**src/rtl/bar_level_tracker.sv**
```systemverilog
// Serial sample-to-bar-height converter with a double-buffered display copy and
// per-bar peak markers that hold for a fixed number of frames, then decay linearly.
module bar_level_tracker #(
    parameter int NUM_BARS    = 16,
    parameter int MAX_HEIGHT  = 400,
    parameter int DECAY_STEP  = 4,
    parameter int HOLD_FRAMES = 30,
    parameter int DATA_W      = 16,
    localparam int IDX_W      = $clog2(NUM_BARS),
    localparam int H_W        = 9
) (
    input  logic                     i_clk,
    input  logic                     i_reset,
    input  logic signed [DATA_W-1:0] i_sample_in,
    input  logic                     i_sample_valid,
    output logic                     o_sample_ready,
    input  logic                     i_frame_tick,
    input  logic [IDX_W-1:0]         i_bar_sel,
    output logic [H_W-1:0]           o_bar_height,
    output logic [H_W-1:0]           o_peak_height,
    output logic                     o_busy
);

    localparam int HOLD_W = 6;
    localparam logic [IDX_W-1:0] LAST_BAR = IDX_W'(NUM_BARS - 1);

    typedef enum logic {S_IDLE, S_DECAY} state_t;

    state_t                 r_state, w_state_nxt;
    logic [H_W-1:0]         r_work [NUM_BARS];
    logic [H_W-1:0]         r_disp [NUM_BARS];
    logic [H_W-1:0]         r_peak [NUM_BARS];
    logic [HOLD_W-1:0]      r_hold [NUM_BARS];
    logic [IDX_W-1:0]       r_idx;
    logic [IDX_W-1:0]       r_sweep;
    logic                   r_pending;
    logic [H_W-1:0]         r_bar_height, r_peak_height;
    logic                   w_vld_p0;
    logic [H_W-1:0]         w_height_p0;

    // |s| saturated to the positive range, scaled down by 64, clamped to the display height.
    function automatic logic [H_W-1:0] height_of(input logic signed [DATA_W-1:0] s);
        logic [DATA_W-2:0] mag;
        logic [DATA_W-2:0] sh;
        if (!s[DATA_W-1])
            mag = s[DATA_W-2:0];
        else if (s[DATA_W-2:0] == '0)
            mag = '1;
        else
            mag = ~s[DATA_W-2:0] + 1'b1;
        sh = mag >> 6;
        if (sh > (DATA_W-1)'(MAX_HEIGHT))
            return H_W'(MAX_HEIGHT);
        return H_W'(sh);
    endfunction

    function automatic logic [H_W-1:0] decayed(input logic [H_W-1:0] p);
        return (p > H_W'(DECAY_STEP)) ? p - H_W'(DECAY_STEP) : '0;
    endfunction

    assign o_sample_ready = (r_state == S_IDLE) && !r_pending;
    assign o_busy         = (r_state == S_DECAY);
    assign o_bar_height   = r_bar_height;
    assign o_peak_height  = r_peak_height;
    assign w_vld_p0       = i_sample_valid && o_sample_ready;
    assign w_height_p0    = height_of(i_sample_in);

    always_comb begin
        w_state_nxt = r_state;
        case (r_state)
            S_IDLE:  if (i_frame_tick) w_state_nxt = S_DECAY;
            S_DECAY: if (r_sweep == LAST_BAR) w_state_nxt = S_IDLE;
        endcase
    end

    always_ff @(posedge i_clk) begin
        if (i_reset)
            r_state <= S_IDLE;
        else
            r_state <= w_state_nxt;
    end

    // Stage p0 -> storage: sample write, frame commit, decay sweep and read port.
    always_ff @(posedge i_clk) begin
        if (i_reset) begin
            for (int i = 0; i < NUM_BARS; i++) begin
                r_work[i] <= '0;
                r_disp[i] <= '0;
                r_peak[i] <= '0;
                r_hold[i] <= '0;
            end
            r_idx         <= '0;
            r_sweep       <= '0;
            r_pending     <= 1'b0;
            r_bar_height  <= '0;
            r_peak_height <= '0;
        end else begin
            r_bar_height  <= r_disp[i_bar_sel];
            r_peak_height <= r_peak[i_bar_sel];

            if (r_state == S_IDLE && i_frame_tick) begin
                if (r_pending) begin
                    for (int i = 0; i < NUM_BARS; i++)
                        r_disp[i] <= r_work[i];
                    r_pending <= 1'b0;
                end
                r_sweep <= '0;
            end

            if (r_state == S_DECAY) begin
                if (r_hold[r_sweep] != '0)
                    r_hold[r_sweep] <= r_hold[r_sweep] - 1'b1;
                else
                    r_peak[r_sweep] <= decayed(r_peak[r_sweep]);
                r_sweep <= r_sweep + 1'b1;
            end

            // Accept is only possible in IDLE with no pending frame, so it never
            // collides with the commit or the sweep above.
            if (w_vld_p0) begin
                r_work[r_idx] <= w_height_p0;
                if (w_height_p0 >= r_peak[r_idx]) begin
                    r_peak[r_idx] <= w_height_p0;
                    r_hold[r_idx] <= HOLD_W'(HOLD_FRAMES);
                end
                if (r_idx == LAST_BAR) begin
                    r_idx     <= '0;
                    r_pending <= 1'b1;
                end else begin
                    r_idx <= r_idx + 1'b1;
                end
            end
        end
    end

endmodule

```
**config.mk**
```make
export PLATFORM = sky130hd
export DESIGN_NAME = bar_level_tracker
export DESIGN_NICKNAME = d
export VERILOG_FILES = /design/src/rtl/bar_level_tracker.sv
export SDC_FILE = /design/constraint.sdc
export NUM_CORES = 1
export LEC_CHECK = 0
export ABC_AREA = 1
export CAP_MARGIN = 10
export CORE_ASPECT_RATIO = 1.5
export CORE_MARGIN = 2
export CORE_UTILIZATION = 40
export CTS_BUF_LIST = sky130_fd_sc_hd__clkbuf_4
export DETAILED_ROUTE_END_ITERATION = 7
export PLACE_DENSITY = 0.65
export SYNTH_ARGS = -nofsm -noshare
export SYNTH_HDL_FRONTEND = slang
export SYNTH_SLANG_ARGS = --single-unit
```
**constraint.sdc**
```tcl
create_clock -name i_clk -period 18.19 [get_ports i_clk]
set_input_delay 3.638 -clock i_clk [delete_from_list [all_inputs] [get_ports i_clk]]
set_output_delay 3.638 -clock i_clk [all_outputs]
set_load 0.02 [all_outputs]
```
Yosys cells after proc, flatten, opt, wreduce, memory -nomap -nowiden:

Memories as Yosys holds them, arrays and structs flattened. A register that Yosys moved wholly into a read port is not among the register bits.
Cells that the tools add are included.

* bits in registers: 10
* latch bits: 0
* memory bits (writable): 528
* memory bits (read-only): 0
* input port bits: 24
* output and inout port bits: 20
* memories kept: 4

* add/subtract/negate cells: 5
* multipliers: 0
* divide/modulo/power cells: 0
* magnitude comparators: 3
* eq/ne operators: 2
* shift-type cells: 0
* mux-type cells: 73
* bitwise logic cells: 18
* reduce and logical (&&, ||, !) cells: 12

Memories
* r_disp: depth 16, bits a word 9, rd ports 1, clocked after memory_dff 1, write ports 16, line 31 `logic [H_W-1:0] r_disp [NUM_BARS];`
* r_peak: depth 16, bits a word 9, rd ports 3, clocked after memory_dff 3, write ports 16, line 32 `logic [H_W-1:0] r_peak [NUM_BARS];`
* r_work: depth 16, bits a word 9, rd ports 16, clocked after memory_dff 0, write ports 16, line 30 `logic [H_W-1:0] r_work [NUM_BARS];`
* r_hold: depth 16, bits a word 6, rd ports 1, clocked after memory_dff 1, write ports 16, line 33 `logic [HOLD_W-1:0] r_hold [NUM_BARS];`

Operators by type and width (number)
* 2-to-1 mux 9 bit: 22
* 2-to-1 mux 4 bit: 14
* 2-to-1 mux 1 bit: 32
* 2-to-1 mux 15 bit: 2
* OR reduction 9 bit: 3
* OR 1 bit: 16
* adder 15 x 1 -> 15 bit, second input constant: 1
* logical NOT 15 bit: 1
* inverter 15 bit: 1
* 2-to-1 mux 6 bit: 2
* OR reduction 6 bit: 2
* >= comparator 9 bit: 1
* > comparator 9 x 3 -> 1 bit, second input constant: 1
* > comparator 9 bit, second input constant: 1
* subtractor 9 x 3 -> 9 bit, second input constant: 1
* adder 4 x 1 -> 4 bit, second input constant: 2
* equality test 4 bit, second input constant: 2
* nonzero test 6 bit: 1
* subtractor 6 x 1 -> 6 bit, second input constant: 1
* logical AND 1 bit: 3
* case mux 1 bit (2 select lines): 1
* nonzero test 2 bit: 1
* logical NOT 1 bit: 1
* inverter 1 bit: 1

Depth between registers and ports, before layout:

* word-level depth: 14
* gate-level depth with buffers: 28
* gate-level depth less buffers: 27

Least setup slack after synthesis:

No wires, ideal clock.

* kind: input-to-reg
* from: input port i_frame_tick
* to: memory r_disp[0][0], enable pin
* library setup time: 0.846 ns
* data arrival time: 13.774 ns
* required time: 17.344 ns
* slack: 3.569 ns
* stages on the path: 2
* cell sequence: nand2_1 o21ai_0

RTL lines
* from (decl): line 17 `input logic i_frame_tick,`
* to (decl): line 31

==> metrics.yaml <==
clock_network:
  clkTransAtPathRegs_ns: 0.07
  holdBufCountCts: 0
  clock_sink_count: 564
  cts-root-buf: "clkbuf_4"
  cts_buffers: 138
  post-cts-setup-buffer-count: 0
  cts_buffer_depth: 3
  ctsHtreeMaxLevel: 4
  cts-resized-gates: 0
  cts_tree: "yes"
  clock_latency_ns: 0.94
global_route:
  grt_pass1_vias: 21896
  grt_start_max_net_pins: 97
  grt_use_met1_pct: 27.1
  use_met3_pct: 4.66
  antenna_found_initial: 1
  overflow: 0
  grt_use_total_pct: 24.2
  use_met2_pct: 41.4
  busiest_layer: "met2"
  grt_pass1_wl_mm: 129
sta:
  fin_ws_ns: 8.56
  hold_viol: 0
  setup_viol: 0
  report.final.slew_viol_count: 0
  worstMarginPinSlew_ns: 1.23
  min_period_ns: 9.63
  tns_ns: 0
  slew_headroom_pct: 17.7
  period_share_pct: 52.9
  fmax_mhz: 104
  rsz0062_at_grt: "no"
  clock-skew-final_ns: 0.0441
logic_synthesis:
  synth-seq-cells: 564
  synth-xor-area-share_pct: 0.0942
  synth_compound_area_share_pct: 14.4
  netlist_area_sq_um: 27900
  synth-adder-area-share_pct: 0.807
  netlist_instances: 2998
  synth_simple_gate_area_share_pct: 17.9
  synthDistinctLibCells: 40
  ys_seq_area_share_pct: 59.4
  synth_warnings: 0
  synth-edff-count: 528
  yosys-mux-area-fraction_pct: 0.0718
  synthArstFlopShare_pct: 0
  synth_top_family_by_area: "simple AND/OR/NAND/NOR gates"
  syn_nets: 3040
  ys.flop_type: "edfxtp_1"
  syn_avg_cell_area_sq_um: 9.31
power:
  p_leak_nw: 11.8
  peakVddDrop_mv: 0.0556
  powerDensity_nw_per_um2: 98.8
job:
  cap_viol_max_count: 0
setup_path:
  cp-end-kind: "flop"
  crit_path_max_fanout: 25
  cp.arrival_ns: 10.20
  worstPathRequired_ns: 18.76
  start_kind: "primary input"
  worstSetupPathType: "primary input to flop"
drt:
  drt_iter0_drc: 2455
  drcViolationCount: 0
  totalWireLength_mm: 87.5
  wl_per_cell_um: 21.8
  vias: 22749
  dr.pass1.iters: 6
  detail-route-antenna-nets: 0
  via_per_inst: 5.66
placed_design:
  hpwl_mm: 53.7
  gp_congestion: 0.930
  numPortBuffers: 43
  dp_worst_setup_slack_ns: 7.88
floorplanning:
  die_x_um: 220
  initial_utilization_pct: 40.4
  io_pins: 44
  rows: 118
  core-area_sq_um: 69100
  die_y_um: 327
  dieArea_sq_um: 71900
finish:
  layout_common_cells: "nor2_1 (619), edfxtp_1 (528), nand2_1 (342), a21oi_1 (297), inv_1 (287)"
  final_core_util_pct: 44.2
  layout_commonest_cell: "nor2_1"
  area_delta_synth_final_pct: 9.57
  layout-drive-gt1-share_pct: 9.95
  final_nets: 3053
min_path:
  hold_class: "flop to flop"
status:
  status: "complete, no violations"
[metal layers]
| metal | part of all wire, % | wire (um) | vias to the layer above |
|---|---|---|---|
| li1 | - | - | 10415 |
| met1 | 35 | 30900 | 10823 |
| met2 | 50 | 44000 | 1176 |
| met3 | 8.0 | 6990 | 335 |
| met4 | 6.4 | 5630 | 0 |
| met5 | 0 | 0 | - |
[critical path, cell delays in order]
cell and delay [ns]:
clkdlybuf4s50_1 0.71, nand2_1 0.22, nor2_1 0.07, nand3_1 0.28, nand2_1 0.11, nor2_2 0.71
nor2_1 0.11, nand2_1 0.11, nand2_2 0.13, nand2_1 0.67, inv_1 0.12, ha_1 0.34
nand2_1 0.07, o21ai_0 0.17, nand2_1 0.07, nand4_1 0.09, nand2_1 0.57, o21ai_1 0.44
nand2_1 0.17, nor2_1 0.43, nand2_1 0.48, nand2_1 0.46
[path summary, 6_finish.rpt]
check | start | to | slack [ns] | cells after the start
max | i_sample_in[15] | r_peak[7][6]$_SDFFCE_PN0P_ | 8.56 | 22
min | r_work[5][4]$_SDFFCE_PN0P_ | r_disp[5][4]$_SDFFCE_PN0P_ | 0.51 | 2
max reg2reg | flop | r_peak[7][6]$_SDFFCE_PN0P_ | 11.72 | 18
min reg2reg | r_work[5][4]$_SDFFCE_PN0P_ | r_disp[5][4]$_SDFFCE_PN0P_ | 0.51 | 2
[layout make-up]
cell class              instances  area, sq um
fillers                      6849        38500
diodes                          2         5.00
clock buffers                 215         1610
multi-input cells            1944         9290
inverters                     296         1120
flip-flops and latches        564        16600
clock inverters                30          236
repair buffers                 67          596
well taps                     900         1130
[flip-flops by register name, summed over array words and instances, names as in the netlist, named ones only]
name and cells:
r_idx 4, o_bar_height 9, o_peak_height 9, r_pending 1
r_disp 144, r_hold 96, r_peak 144, o_busy 1
r_sweep 4, r_work 144
[report_power, final]
group	switching, W	total [W]	internal [W]
Clock	0.000518	0.00111	0.000594
Sequential	0.0000266	0.00150	0.00147
Combinational	0.000318	0.000413	0.0000945
Total	0.000863	0.00302	0.00216
[synth_stat cells, drive strengths merged, types with 2 or more instances]
| cell type | number | share of area [%] |
|---|---|---|
| a211oi | 2 | 0.054 |
| a21oi | 298 | 5.3 |
| buf | 74 | 1.7 |
| clkbuf | 120 | 1.6 |
| clkinv | 5 | 0.067 |
| dfxtp | 36 | 2.6 |
| edfxtp | 528 | 57 |
| ha | 18 | 0.81 |
| inv | 291 | 3.9 |
| mux2i | 2 | 0.072 |
| nand2 | 374 | 5.6 |
| nand3 | 186 | 3.3 |
| nand3b | 2 | 0.054 |
| nand4 | 6 | 0.13 |
| nor2 | 627 | 8.6 |
| nor3 | 5 | 0.11 |
| o211ai | 97 | 2.6 |
| o21ai | 263 | 4.7 |
| o221ai | 34 | 1.1 |
| o22ai | 13 | 0.29 |
| o311ai | 6 | 0.19 |
| or2 | 4 | 0.090 |
| xor2 | 2 | 0.063 |
[through the flow]
| step | hold slack (ns) | total power [W] | instance area, sq um | cells |
|---|---|---|---|---|
| 6_report | 0.515 | 0.00302 | 30600 | 4018 |
| 5_1_grt | 0.538 | 0.00313 | 30600 | 4017 |
| 4_1_cts | 0.517 | 0.00303 | 30600 | 4016 |
| 3_5_place_dp | 0.511 | 0.00193 | 28700 | 3771 |
| 3_3_place_gp | 0.507 | 0.00192 | 28700 | 3771 |
| 2_1_floorplan | 0.472 | 0.00179 | 27900 | 2998 |
[logic make-up (layout without fill, tap and decap cells)]
| family | after synthesis | after routing |
|---|---|---|
| mux | 2 | 2 |
| buf+inv | 490 | 608 |
| xor+xnor | 3 | 3 |
| other cells | 0 | 2 |
| fa+ha+maj | 18 | 18 |
| flops | 564 | 564 |
| compound gates | 716 | 716 |
| simple gates | 1205 | 1205 |
No activity file was read; power rests on OpenSTA's default activity.
